<file path="src/rtl/mem_responder.sv">
// Single-port word memory answering one core load/store at a time, with WAIT_CYCLES wait states.
// Define MEM_RESP_BYTE_WRITE_EN to honour ByteEn lanes on stores; otherwise every store writes all 32 bits.
module mem_responder #(
    parameter int unsigned DEPTH_WORDS = 64,
    parameter int unsigned WAIT_CYCLES = 2,
    parameter logic [31:0] BASE_ADDR   = 32'h1001_0000
) (
    input  logic        clk,
    input  logic        rst,
    input  logic        MemRead,
    input  logic        MemWrite,
    input  logic [31:0] Addr,
    input  logic [31:0] WriteData,
    input  logic [3:0]  ByteEn,
    output logic [31:0] ReadData,
    output logic        Ready,
    output logic        Fault
);

    localparam int unsigned IDX_W     = $clog2(DEPTH_WORDS);
    localparam logic [31:0] SPAN      = 32'(DEPTH_WORDS * 4);
    localparam logic [3:0]  WAIT_INIT = (WAIT_CYCLES == 0) ? 4'd0 : 4'(WAIT_CYCLES - 1);

    typedef enum logic [1:0] {IDLE, WAIT, RESP} state_e;

    state_e      state_q, state_d;
    logic [3:0]  cnt_q, cnt_d;
    logic [31:0] addr_q, addr_d;
    logic [31:0] wdata_q, wdata_d;
    logic [3:0]  be_q, be_d;
    logic        rd_q, rd_d;
    logic        wr_q, wr_d;

    logic [31:0] mem_q [DEPTH_WORDS];

    logic [31:0]      offset;
    logic             in_range;
    logic             access_fault;
    logic [IDX_W-1:0] idx;
    logic             mem_we;
    logic [31:0]      wmask;

    always_comb begin
        state_d = state_q;
        cnt_d   = cnt_q;
        addr_d  = addr_q;
        wdata_d = wdata_q;
        be_d    = be_q;
        rd_d    = rd_q;
        wr_d    = wr_q;
        unique case (state_q)
            IDLE: begin
                if (MemRead || MemWrite) begin
                    addr_d  = Addr;
                    wdata_d = WriteData;
                    be_d    = ByteEn;
                    rd_d    = MemRead;
                    wr_d    = MemWrite;
                    if (WAIT_CYCLES == 0) begin
                        state_d = RESP;
                    end else begin
                        state_d = WAIT;
                        cnt_d   = WAIT_INIT;
                    end
                end
            end
            WAIT: begin
                if (cnt_q == '0) begin
                    state_d = RESP;
                end else begin
                    cnt_d = cnt_q - 4'd1;
                end
            end
            RESP:    state_d = IDLE;
            default: state_d = IDLE;
        endcase
    end

    always_ff @(posedge clk or negedge rst) begin
        if (!rst) begin
            state_q <= IDLE;
            cnt_q   <= '0;
            addr_q  <= '0;
            wdata_q <= '0;
            be_q    <= '0;
            rd_q    <= 1'b0;
            wr_q    <= 1'b0;
        end else begin
            state_q <= state_d;
            cnt_q   <= cnt_d;
            addr_q  <= addr_d;
            wdata_q <= wdata_d;
            be_q    <= be_d;
            rd_q    <= rd_d;
            wr_q    <= wr_d;
        end
    end

    // Range check on the unwrapped offset so a window ending at 2^32 still decodes correctly.
    always_comb begin
        offset       = addr_q - BASE_ADDR;
        in_range     = (addr_q >= BASE_ADDR) && (offset < SPAN);
        access_fault = (rd_q && wr_q) || (addr_q[1:0] != 2'b00) || !in_range;
        idx          = offset[IDX_W+1:2];
        Ready        = (state_q == RESP);
        Fault        = Ready && access_fault;
        ReadData     = (Ready && rd_q && !access_fault) ? mem_q[idx] : '0;
        mem_we       = Ready && wr_q && !access_fault;
`ifdef MEM_RESP_BYTE_WRITE_EN
        wmask = '0;
        for (int unsigned i = 0; i < 4; i++) begin
            wmask[8*i +: 8] = {8{be_q[i]}};
        end
`else
        wmask = '1;
`endif
    end

    // Storage is intentionally not reset; the write lands on the edge leaving RESP.
    always_ff @(posedge clk) begin
        if (mem_we) begin
            mem_q[idx] <= (mem_q[idx] & ~wmask) | (wdata_q & wmask);
        end
    end

endmodule

</file>
<file path="config.mk">
export PLATFORM = sky130hd
export DESIGN_NAME = mem_responder
export DESIGN_NICKNAME = d
export VERILOG_FILES = /design/src/rtl/mem_responder.sv
export SDC_FILE = /design/constraint.sdc
export NUM_CORES = 2
export LEC_CHECK = 0
export ABC_AREA = 1
export CAP_MARGIN = 20
export CORE_MARGIN = 3
export CORE_UTILIZATION = 32
export DETAILED_ROUTE_END_ITERATION = 8
export GPL_TIMING_DRIVEN = 0
export PLACE_DENSITY = 0.52
export SYNTH_ARGS = -nofsm -noshare
export SYNTH_HDL_FRONTEND = slang
export SYNTH_SLANG_ARGS = --single-unit
export TNS_END_PERCENT = 5
</file>
<file path="constraint.sdc">
create_clock -name clk -period 3.55 [get_ports clk]
set_clock_uncertainty 0.1 [all_clocks]
set_input_delay 0.5325 -clock clk [delete_from_list [all_inputs] [get_ports clk]]
set_output_delay 0.5325 -clock clk [all_outputs]
set_load 0.02 [all_outputs]
</file>
==> metrics.md <==
| Metric | Value |
|---|---|
| Gate Count Post-Synth | 9134 |
| Max transition margin | 0.300 |
| Worst-path clk slew | 0.06 ns |
| Top-count cell post-synth | nand2_1 |
| Cell family with most CP delay | simple AND/OR/NAND/NOR gates |
| Vias | 64700 |
| Net Switching | 38700 uW |
| Number of synthesized flops with an enable pin | 2048 |
| VDD IR max | 638 uV |
| Sw frac | 0.415 |
| Worst path buffer plus inverter count | 6 |
| Req. time, crit path | 2.92 ns |
| Die extent in x | 540 um |
| Largest net degree at the start of global routing | 66 |
| Syn Area/Cell | 9.98 um2 |
| Slowest CP cell | dfrtp_1 |
| Port bufs | 101 |
| Starting density of the core | 0.322 |
| Sequential fraction of the synthesis area | 0.695 |
| Max_cap viols | 0 |
| Synth Warn # | 0 |
| CP peak stage delay | 0.39 ns |
| Fill cells | 27300 |
| Hold WC Path Type | primary input to flop |
| Post-Layout Cell Count | 13600 |
| Reg power frac | 0.368 |
| Post-route setup TNS | -18.87 ns |
| Hpwl dp | 219000 um |
| Gr ovfl total | 0 |
| Register area | 63400 um2 |
| Power Dens Cells | 841 nW/um2 |
| Clock share of power | 0.247 |
| Share of cells above drive strength 1 | 0.132 |
| Avg WL per Cell | 23.2 um |
| Crit path time final | 4.23 ns |
| GRT Resource Usage Total | 0.209 |
| Critical path class | flop to output pin |
| CTS tree | yes |
| Synth Cell Area | 91100 um2 |
| Clock Latency Late Sink | 0.89 ns |
| Most frequent cells after synthesis | nand2_1 (3822), edfxtp_1 (2048), nor2_1 (1179) |
| Drt total wl | 315000 um |
| DRC viols | 0 |
| Final ANT Viol Nets | 0 |
| Fmax achieved | 236 MHz |
| Internal power | 54500 uW |
| Cell taking the most area after synthesis | edfxtp_1 |
| Logic gate share of total power | 0.385 |
| Synth top area cells | edfxtp_1 (67%), nand2_1 (16%), nor2_1 (4.9%) |
| RSZ-0062 raised after global routing | yes |
| NumNets Final | 9708 |
| Pleak | 0.0461 uW |
| Syn Nets | 9208 |
| Clk sink count | 2120 |
| Fin Hold WS | 0.0787 ns |
| Multi-input logic area | 24500 um2 |
| Tightest Pin Transition | 1.05 ns |
| Crit end category | output pin |
| Drt pass-1 iters | 5 |
| Initial detailed-routing violation count | 7626 |
| Most frequent CP cell | nand2_2 |
| Synth unique cells | 23 |
| Fin. Hold Viols | 0 |
| Die H | 540 um |
| Share of the synthesized area in the top cell type | 0.675 |
| Die area | 291000 um2 |
| Initial antenna violation count | 23 |
| Critical path, cell by cell | buf_12 > buf_16 > clkbuf_16 > buf_16 > buf_8 > nand2_1 > nand2_1 > nand2_1 > nand2_2 > nand2_1 > nand2_2 > nand2_2 > nand2_2 > nor2_4 > nand2_2 > nor2_4 > buf_6 |
| Ports | 106 |
| Max clock buf depth | 3 |
| Status | finished, violations left |
| Post-layout util | 0.391 |
| Core Rows | 195 |
| Period utilisation layout | 1.19 |
| TritonCTS Buffers | 224 |
| Global-route wire length before repair | 439000 um |
| CTS H-tree depth | 4 |
| Placed instance area | 99700 um2 |
| Slew Limit Fails | 0 |
| Final worst slack | -0.683 ns |
| Synth-to-layout area growth | 21.5% |
| Startpoint Class | flop |
| Final setup fails | 65 |
| Core area | 283000 um2 |
| Vias in the first global route | 60400 |
| Peak fanout along the critical path | 10 |
| Main synth FF type | edfxtp_1 |
| Via-to-Cell Ratio | 4.77 |
| Placed Instances | 13100 |
| Async SR Flop Fraction | 0.0340 |
| Final Wtd Congestion | 0.946 |
| Synth Register Bits | 2120 |
| Clk Tree Root Cell | clkbuf_16 |
| Failing checks | negative setup slack |
| Design Area, Final | 111000 um2 |
| Worst EP arrival | 3.60 ns |
stage by stage:
stage	setup WS, ns	total power, uW
floorplan	0.0846	49100
global placement	-3.67	64900
detailed placement	-1.90	65600
CTS	-0.772	91300
global route	-0.772	96900
finish	-0.683	93100
flip-flops by register name, summed over array words and instances, names as in the netlist:
| signal | cells |
|---|---|
| rd_q | 1 |
| state_q | 2 |
| wdata_q | 32 |
| mem_q | 2048 |
| addr_q | 32 |
| wr_q | 1 |
| cnt_q | 4 |
layout by cell type, fill, tap and decap left out, drive strengths merged:
cell              n
buf             366
inv             901
clkinv          100
edfxtp         2048
nor3             18
bufinv           16
clkinvlp          7
dlymetal6s2s      1
a31oi             1
ha                2
a21oi             3
nand2          3822
clkbuf          566
nand3b            2
o21bai          124
nor2           1179
clkdlybuf4s50    67
nand4             3
dfrtp            72
o21ai           512
dlygate4sd3       3
diode             7
nand3             3
cell families after synthesis:
kind of cell,Yosys count,share of synthesized area
adders and majority gates,2,0.000275
and+or+nand+nor,5027,0.208
buffers and inverters,1345,0.0585
AOI/OAI and AO/OA,640,0.0386
DFF,2120,0.695
metal layers:
metal  track usage  routed length (um)
met3        0.0295               24900
met5             0                  33
met2         0.324              141000
met4        0.0874               13900
met1         0.293              135000
timing repair:
item | 4_1_cts | 5_1_grt
pin swaps | 63 | 147
hold buffers | 3 | 0
hold endpoints to repair | 72 | 0
resized for setup | 831 | 424
buffers inserted | 18 | 31
cloned | 5 | 11
endpoints found under the setup margin | 1758 | 1869
power groups by stage:
stage	registers, uW	logic (uW)	clock network (uW)
2_1_floorplan	33600	15500	0
3_3_place_gp	37400	27500	0
3_5_place_dp	34700	30900	0
4_1_cts	34200	33800	23300
5_1_grt	34400	38300	24300
6_report	34300	35900	23000
worst reg2reg max path: cells and delay by family, from the launching register on:
kind          cells  cell delay, ns
simple gates      3            1.64
buf+inv           4            1.11
flops             1            0.40
layout make-up:
type                    instances  share of cell area
flip-flops and latches       2120               0.573
multi-input cells            5669               0.221
clock buffers                 275              0.0533
well taps                    3743              0.0423
repair buffers                282              0.0394
inverters                     891              0.0303
plain buffers                 446              0.0296
clock inverters               133              0.0109
diodes                          7            0.000158
worst paths after layout:
path,start,end,slack (ns),cells after the start
worst min-delay path,Addr[10],addr_q[10],0.08,3
min in group asynchronous,rst,wdata_q[31],0.52,3
worst max register to register,addr_q[3],mem_q[37][18],-0.04,7
worst max-delay path,addr_q[2],ReadData[8],-0.68,17
max in group asynchronous,rst,wdata_q[1],1.35,4
worst min register to register,addr_q[11],addr_q[11],0.38,2
(Power assumes the default switching activity.)
